<file path="src/rtl/axi_lite_to_axi_ot.sv">
// -----------------------------------------------------------------------------
// axi_lite_to_axi_ot
//
// Upconverts an AXI4-Lite slave port to an AXI4 master port. Every channel is a
// zero-latency pass-through. New AW/AR requests are held back once the number
// of in-flight writes/reads reaches MaxWrTxns/MaxRdTxns. Counters and a sticky
// protocol-error flag are exported as status.
//
// Ports:
//   clk_i             clock, rising edge
//   rst_ni            asynchronous active-low reset
//   slv_req_i         AXI-Lite request  (AW, W, B-ready, AR, R-ready)
//   slv_resp_o        AXI-Lite response (AW/W/AR-ready, B, R)
//   mst_req_o         AXI4 request
//   mst_resp_i        AXI4 response
//   wr_outstanding_o  writes issued on AW whose B has not been accepted yet
//   rd_outstanding_o  reads issued on AR whose R has not been accepted yet
//   busy_o            either counter nonzero
//   err_o             sticky protocol-error flag, cleared only by reset
//
// The package below supplies default channel structs for the default widths.
// Instances with other widths pass their own struct types.
// -----------------------------------------------------------------------------
package axi_lite_to_axi_ot_pkg;
  localparam int unsigned AddrWidth = 32;
  localparam int unsigned DataWidth = 32;
  localparam int unsigned IdWidth   = 8;
  localparam int unsigned UserWidth = 8;

  typedef logic [AddrWidth-1:0]   addr_t;
  typedef logic [DataWidth-1:0]   data_t;
  typedef logic [DataWidth/8-1:0] strb_t;
  typedef logic [IdWidth-1:0]     id_t;
  typedef logic [UserWidth-1:0]   user_t;

  typedef struct packed { addr_t addr; logic [2:0] prot; } lite_ax_t;
  typedef struct packed { data_t data; strb_t strb; } lite_w_t;
  typedef struct packed { logic [1:0] resp; } lite_b_t;
  typedef struct packed { data_t data; logic [1:0] resp; } lite_r_t;

  typedef struct packed {
    lite_ax_t aw; logic aw_valid;
    lite_w_t  w;  logic w_valid;
    logic     b_ready;
    lite_ax_t ar; logic ar_valid;
    logic     r_ready;
  } lite_req_t;

  typedef struct packed {
    logic    aw_ready;
    logic    w_ready;
    lite_b_t b; logic b_valid;
    logic    ar_ready;
    lite_r_t r; logic r_valid;
  } lite_resp_t;

  typedef struct packed {
    id_t id; addr_t addr; logic [7:0] len; logic [2:0] size; logic [1:0] burst;
    logic lock; logic [3:0] cache; logic [2:0] prot; logic [3:0] qos;
    logic [3:0] region; logic [5:0] atop; user_t user;
  } axi_aw_t;

  typedef struct packed {
    id_t id; addr_t addr; logic [7:0] len; logic [2:0] size; logic [1:0] burst;
    logic lock; logic [3:0] cache; logic [2:0] prot; logic [3:0] qos;
    logic [3:0] region; user_t user;
  } axi_ar_t;

  typedef struct packed { data_t data; strb_t strb; logic last; user_t user; } axi_w_t;
  typedef struct packed { id_t id; logic [1:0] resp; user_t user; } axi_b_t;
  typedef struct packed { id_t id; data_t data; logic [1:0] resp; logic last; user_t user; } axi_r_t;

  typedef struct packed {
    axi_aw_t aw; logic aw_valid;
    axi_w_t  w;  logic w_valid;
    logic    b_ready;
    axi_ar_t ar; logic ar_valid;
    logic    r_ready;
  } axi_req_t;

  typedef struct packed {
    logic   aw_ready;
    logic   w_ready;
    axi_b_t b; logic b_valid;
    logic   ar_ready;
    axi_r_t r; logic r_valid;
  } axi_resp_t;
endpackage

module axi_lite_to_axi_ot #(
  parameter int unsigned AxiAddrWidth = 32,
  parameter int unsigned AxiDataWidth = 32,
  parameter int unsigned AxiIdWidth   = 8,
  parameter int unsigned AxiUserWidth = 8,
  parameter logic [AxiIdWidth-1:0]   AxiId    = '0,
  parameter logic [AxiUserWidth-1:0] AxiUser  = '0,
  parameter logic [3:0]              AxiCache = 4'b0000,
  parameter int unsigned MaxWrTxns = 4,
  parameter int unsigned MaxRdTxns = 4,
  parameter int unsigned CntWidth  =
      $clog2(((MaxWrTxns > MaxRdTxns) ? MaxWrTxns : MaxRdTxns) + 1),
  parameter type lite_req_t  = axi_lite_to_axi_ot_pkg::lite_req_t,
  parameter type lite_resp_t = axi_lite_to_axi_ot_pkg::lite_resp_t,
  parameter type axi_req_t   = axi_lite_to_axi_ot_pkg::axi_req_t,
  parameter type axi_resp_t  = axi_lite_to_axi_ot_pkg::axi_resp_t
) (
  input  logic                clk_i,
  input  logic                rst_ni,
  input  lite_req_t           slv_req_i,
  output lite_resp_t          slv_resp_o,
  output axi_req_t            mst_req_o,
  input  axi_resp_t           mst_resp_i,
  output logic [CntWidth-1:0] wr_outstanding_o,
  output logic [CntWidth-1:0] rd_outstanding_o,
  output logic                busy_o,
  output logic                err_o
);

  localparam logic [2:0]          AxSize = 3'($clog2(AxiDataWidth / 8));
  localparam logic [CntWidth-1:0] WrMax  = CntWidth'(MaxWrTxns);
  localparam logic [CntWidth-1:0] RdMax  = CntWidth'(MaxRdTxns);

  logic [CntWidth-1:0] wr_cnt_q, wr_cnt_d, rd_cnt_q, rd_cnt_d;
  logic                err_q, err_d;
  logic                wr_full, rd_full;
  logic                aw_hs, b_hs, ar_hs, r_hs;

  // Width-typed copies of the payloads so a struct/parameter mismatch is caught.
  logic [AxiAddrWidth-1:0] aw_addr, ar_addr;
  logic [AxiDataWidth-1:0] w_data, r_data;
  logic                    unused_user;

  assign aw_addr = slv_req_i.aw.addr;
  assign ar_addr = slv_req_i.ar.addr;
  assign w_data  = slv_req_i.w.data;
  assign r_data  = mst_resp_i.r.data;
  assign unused_user = ^{mst_resp_i.b.user, mst_resp_i.r.user};

  // Gate on registered counters only: no combinational response-to-ready path.
  assign wr_full = (wr_cnt_q == WrMax);
  assign rd_full = (rd_cnt_q == RdMax);

  always_comb begin
    mst_req_o  = '0;
    slv_resp_o = '0;

    mst_req_o.aw.id     = AxiId;
    mst_req_o.aw.addr   = aw_addr;
    mst_req_o.aw.len    = 8'd0;
    mst_req_o.aw.size   = AxSize;
    mst_req_o.aw.burst  = 2'b01;
    mst_req_o.aw.lock   = 1'b0;
    mst_req_o.aw.cache  = AxiCache;
    mst_req_o.aw.prot   = slv_req_i.aw.prot;
    mst_req_o.aw.qos    = 4'd0;
    mst_req_o.aw.region = 4'd0;
    mst_req_o.aw.atop   = 6'd0;
    mst_req_o.aw.user   = AxiUser;

    mst_req_o.ar.id     = AxiId;
    mst_req_o.ar.addr   = ar_addr;
    mst_req_o.ar.len    = 8'd0;
    mst_req_o.ar.size   = AxSize;
    mst_req_o.ar.burst  = 2'b01;
    mst_req_o.ar.lock   = 1'b0;
    mst_req_o.ar.cache  = AxiCache;
    mst_req_o.ar.prot   = slv_req_i.ar.prot;
    mst_req_o.ar.qos    = 4'd0;
    mst_req_o.ar.region = 4'd0;
    mst_req_o.ar.user   = AxiUser;

    mst_req_o.w.data = w_data;
    mst_req_o.w.strb = slv_req_i.w.strb;
    mst_req_o.w.last = 1'b1;
    mst_req_o.w.user = AxiUser;

    slv_resp_o.b.resp = mst_resp_i.b.resp;
    slv_resp_o.r.data = r_data;
    slv_resp_o.r.resp = mst_resp_i.r.resp;

    // Handshake signals are forced low while reset is asserted.
    mst_req_o.aw_valid  = rst_ni & slv_req_i.aw_valid & ~wr_full;
    slv_resp_o.aw_ready = rst_ni & mst_resp_i.aw_ready & ~wr_full;
    mst_req_o.ar_valid  = rst_ni & slv_req_i.ar_valid & ~rd_full;
    slv_resp_o.ar_ready = rst_ni & mst_resp_i.ar_ready & ~rd_full;
    mst_req_o.w_valid   = rst_ni & slv_req_i.w_valid;
    slv_resp_o.w_ready  = rst_ni & mst_resp_i.w_ready;
    slv_resp_o.b_valid  = rst_ni & mst_resp_i.b_valid;
    mst_req_o.b_ready   = rst_ni & slv_req_i.b_ready;
    slv_resp_o.r_valid  = rst_ni & mst_resp_i.r_valid;
    mst_req_o.r_ready   = rst_ni & slv_req_i.r_ready;
  end

  assign aw_hs = mst_req_o.aw_valid  & mst_resp_i.aw_ready;
  assign ar_hs = mst_req_o.ar_valid  & mst_resp_i.ar_ready;
  assign b_hs  = slv_resp_o.b_valid  & slv_req_i.b_ready;
  assign r_hs  = slv_resp_o.r_valid  & slv_req_i.r_ready;

  // Increment and decrement together leave the count alone; a lone decrement
  // at zero saturates (that case is flagged as an error instead).
  function automatic logic [CntWidth-1:0] next_cnt(input logic [CntWidth-1:0] cnt,
                                                   input logic inc, input logic dec);
    if (inc && !dec)                 return cnt + 1'b1;
    else if (dec && !inc && cnt != '0) return cnt - 1'b1;
    else                             return cnt;
  endfunction

  always_comb begin
    wr_cnt_d = next_cnt(wr_cnt_q, aw_hs, b_hs);
    rd_cnt_d = next_cnt(rd_cnt_q, ar_hs, r_hs);
    err_d    = err_q
             | (b_hs & ((wr_cnt_q == '0) | (mst_resp_i.b.id != AxiId)))
             | (r_hs & (~mst_resp_i.r.last | (rd_cnt_q == '0) | (mst_resp_i.r.id != AxiId)));
  end

  always_ff @(posedge clk_i or negedge rst_ni) begin
    if (!rst_ni) begin
      wr_cnt_q <= '0;
      rd_cnt_q <= '0;
      err_q    <= 1'b0;
    end else begin
      wr_cnt_q <= wr_cnt_d;
      rd_cnt_q <= rd_cnt_d;
      err_q    <= err_d;
    end
  end

  assign wr_outstanding_o = wr_cnt_q;
  assign rd_outstanding_o = rd_cnt_q;
  assign busy_o           = (wr_cnt_q != '0) | (rd_cnt_q != '0);
  assign err_o            = err_q;

`ifndef SYNTHESIS
  a_aw_stable: assert property (@(posedge clk_i) disable iff (!rst_ni)
    mst_req_o.aw_valid && !mst_resp_i.aw_ready |=> mst_req_o.aw_valid && $stable(mst_req_o.aw));
  a_w_stable: assert property (@(posedge clk_i) disable iff (!rst_ni)
    mst_req_o.w_valid && !mst_resp_i.w_ready |=> mst_req_o.w_valid && $stable(mst_req_o.w));
  a_ar_stable: assert property (@(posedge clk_i) disable iff (!rst_ni)
    mst_req_o.ar_valid && !mst_resp_i.ar_ready |=> mst_req_o.ar_valid && $stable(mst_req_o.ar));
  a_wr_max: assert property (@(posedge clk_i) disable iff (!rst_ni) wr_cnt_q <= WrMax);
  a_rd_max: assert property (@(posedge clk_i) disable iff (!rst_ni) rd_cnt_q <= RdMax);
`endif

endmodule
</file>
<file path="config.mk">
export PLATFORM = sky130hd
export DESIGN_NAME = axi_lite_to_axi_ot
export DESIGN_NICKNAME = d
export VERILOG_FILES = /design/src/rtl/axi_lite_to_axi_ot.sv
export SDC_FILE = /design/constraint.sdc
export NUM_CORES = 1
export LEC_CHECK = 0
export ABC_CLOCK_PERIOD_IN_PS = 4100
export BUFFER_PORTS_ARGS = -buffer_cell sky130_fd_sc_hd__buf_2
export CAP_MARGIN = 20
export CORE_AREA = 5 5 171 173
export CTS_CLUSTER_DIAMETER = 40
export DETAILED_ROUTE_END_ITERATION = 6
export DIE_AREA = 0 0 176 178
export PLACE_DENSITY = 0.35
export SETUP_SLACK_MARGIN = 0.5
export SLEW_MARGIN = 0
export SYNTH_ARGS = -nofsm -noshare
export SYNTH_HDL_FRONTEND = slang
export SYNTH_SLANG_ARGS = --single-unit
</file>
<file path="constraint.sdc">
create_clock -name clk_i -period 4.1 [get_ports clk_i]
set_input_delay 0.205 -clock clk_i [delete_from_list [all_inputs] [get_ports clk_i]]
set_output_delay 0.205 -clock clk_i [all_outputs]
set_load 0.005 [all_outputs]
</file>
==> impl_metrics.env <==
export IMPL_status="finished clean"
export IMPL_startpoint_type="register"
export IMPL_clock_sinks=7
export IMPL_endpoint_kind="register"
export IMPL_grt_use_met3=0.0390
export IMPL_place_area_um2=1640
export IMPL_tns_ns=0
export IMPL_hold_buffers=0
export IMPL_drtIter0Drc=9
export IMPL_gp_congestion=0.680
export IMPL_synth_adder_area_share=0.0166
export IMPL_row_count=61
export IMPL_antenna_found_initial=0
export IMPL_grt_pass1_wl_mm=8.25
export IMPL_clk_latency_ns=0.24
export IMPL_ios=446
export IMPL_fin_crit_ns=2.17
export IMPL_routed_wl_mm=6.99
export IMPL_ys_types=35
export IMPL_vias=1185
export IMPL_place_hpwl_mm=6.24
export IMPL_rsz0062_at_grt="no"
export IMPL_drv_cap=0
export IMPL_grtUsageTotal=0.0402
export IMPL_setup_viol=0
export IMPL_synthTopCellsByArea="buf_4 75%, dfrtp_1 7.3%, and2_1 1.8%, fa_1 1.7%, and3_1 1.3%"
export IMPL_netlist_area_leader_share=0.752
export IMPL_avgSynthCellArea_um2=7.74
export IMPL_yosysTopAreaCell="buf_4"
export IMPL_crit_path_max_fanout=8
export IMPL_die_w_um=176
export IMPL_cts_resized=0
export IMPL_die_h_um=178
export IMPL_place_inst=560
export IMPL_grt_max_degree=13
export IMPL_port_buffers=46
export IMPL_crit_type="reg2reg"
export IMPL_areaGrowthSynthToFinish_pct=-28.7
export IMPL_drc=0
export IMPL_die_area_um2=31300
export IMPL_syn_area_um2=2410
export IMPL_cts_inserted_buffers=3
export IMPL_busiest_layer="met2"
export IMPL_path_clk_slew_ns=0.04
export IMPL_netlist_instances=311
export IMPL_dr_pass1_iters=2
export IMPL_yosys_warnings=0
export IMPL_ir_drop_uv=100
export IMPL_power_leakage_nw=0.786
export IMPL_initial_core_util=0.0876
export IMPL_worst_slack_ns=1.93
export IMPL_synthMuxAreaShare=0.00936
export IMPL_post_drt_wl_per_cell_um=12.4
export IMPL_dp_slack_ns=1.85
export IMPL_clock_skew_ns=0.00358
export IMPL_fmax_ghz=0.461
export IMPL_overflow=0
export IMPL_drive_gt1_frac=0.257
export IMPL_cts_root_buffer="clkbuf_16"
export IMPL_fin_area_um2=1720
export IMPL_cts_buffer_depth=2
export IMPL_seq_area_frac_synth=0.0728
export IMPL_synth_seq_cells=7
export IMPL_synthFlopType="dfrtp_1"
export IMPL_crit_arrival_ns=2.28
export IMPL_post_route_period_util=0.529
export IMPL_synth_compound_area_frac=0.0338
export IMPL_stdcell_count=565
export IMPL_ant_nets=0
export IMPL_total_power_uw=576
export IMPL_async_reset_ff_frac=1.00
export IMPL_grt_use_met2=0.0573
export IMPL_finalHoldViolCount=0
export IMPL_slew_viol_final=0
export IMPL_core_area_um2=27500
export IMPL_synth_top_family_by_area="buffers and inverters"
export IMPL_synth_xor_area_frac=0.00728
export IMPL_hold_path_class="in2async"
export IMPL_synth_edf_count=0
export IMPL_cts_setup_buffers=0
export IMPL_final_nets=408
export IMPL_met1_usage=0.0294
export IMPL_htreeDepth=1
export IMPL_powerDensity_nw_per_um2=335
export IMPL_synthSimpleGateAreaFrac=0.102
export IMPL_grt_pass1_vias=1034
export IMPL_post_drt_via_cell_ratio=2.10
export IMPL_worstPathRequired_ns=4.22
export IMPL_cts_tree="yes"
per-layer routing:
layer,vias up,wire [µm]
met4,0,711
met5,-,0
li1,455,-
met3,76,1600
met1,459,1690
met2,195,2990
final cells by class:
class / count / area [µm²]
Fill cell: 3255 / 25800
Multi-Input combinational cell: 158 / 778
Tap cell: 346 / 433
Timing Repair Buffer: 48 / 245
Sequential cell: 7 / 175
Clock buffer: 4 / 78.8
Inverter: 1 / 3.75
Antenna cell: 1 / 2.50
synthesized netlist by cell type (all sizes together) (2+ instances only):
master and n:
nor3 2, mux2 2, and2 7, conb 2, buf 241, and3 5, fa 2, or3 2
dfrtp 7, o21ai 4, nor2 6, nand2 3, nand3 3, a21oi 2, a211oi 2, or3b 2
nor4 4
cells by family (layout without fill, tap and decap cells):
family / Yosys count / in the layout
AOI/OAI and AO/OA: 13 / 13
xor gates and xnor gates: 2 / 2
adders and majority gates: 2 / 2
buffers and inverters: 243 / 53
DFF: 7 / 7
muxes: 2 / 2
other: 2 / 100
and+or+nand+nor: 40 / 40
worst paths after layout:
check | from | endpoint | slack, ns | cells after the start
worst max register to register | wr_outstanding_o[0]$_DFFE_PN0P_ | wr_outstanding_o[1]$_DFFE_PN0P_ | 1.93 | 7
worst min register to register | err_o$_DFF_PN0_ | err_o$_DFF_PN0_ | 0.53 | 1
worst min-delay path | rst_ni | wr_outstanding_o[1]$_DFFE_PN0P_ | 0.15 | 2
max in group asynchronous | rst_ni | err_o$_DFF_PN0_ | 3.80 | 2
worst max-delay path | wr_outstanding_o[0]$_DFFE_PN0P_ | wr_outstanding_o[1]$_DFFE_PN0P_ | 1.93 | 7
min in group clk_i | mst_resp_i[46] | err_o$_DFF_PN0_ | 0.30 | 3
through the flow:
step / hold WS [ns] / utilization
floorplan: -0.0906 / -
detailed placement: 0.410 / 0.0595
global placement: 0.410 / 0.0595
finish: 0.148 / 0.0625
CTS: 0.224 / 0.0624
global route: 0.226 / 0.0624
cell usage in the layout, fill, tap and decap left out, types with 2 or more instances in the layout:
cell       count
nand3_1        3
conb_1        99
buf_4          2
dfrtp_1        7
clkbuf_16      3
nor4_1         4
a21oi_1        2
fa_1           2
nor2_1         6
o21ai_0        3
nand2_1        3
and3_1         5
a211oi_1       2
nor3_1         2
and2_1         7
mux2_2         2
buf_2         46
flip-flops by register name, summed over array words and instances, names as in the netlist:
name and count:
wr_outstanding_o 3, err_o 1, rd_outstanding_o 3
where the power goes:
group / switching (mW) / total, mW / internal [mW]
Combinational: 0.132 / 0.243 / 0.111
Clock: 0.0422 / 0.172 / 0.130
Sequential: 0.0615 / 0.161 / 0.0993
critical path, stage by stage (launching register included):
cell     delay (ns)
dfrtp_1        0.47
or3b_4         0.46
and3_1         0.22
inv_1          0.07
fa_1           0.42
mux2_2         0.28
nand2_1        0.06
o21ai_0        0.06
Note: power is estimated with default switching activity, not from simulation.
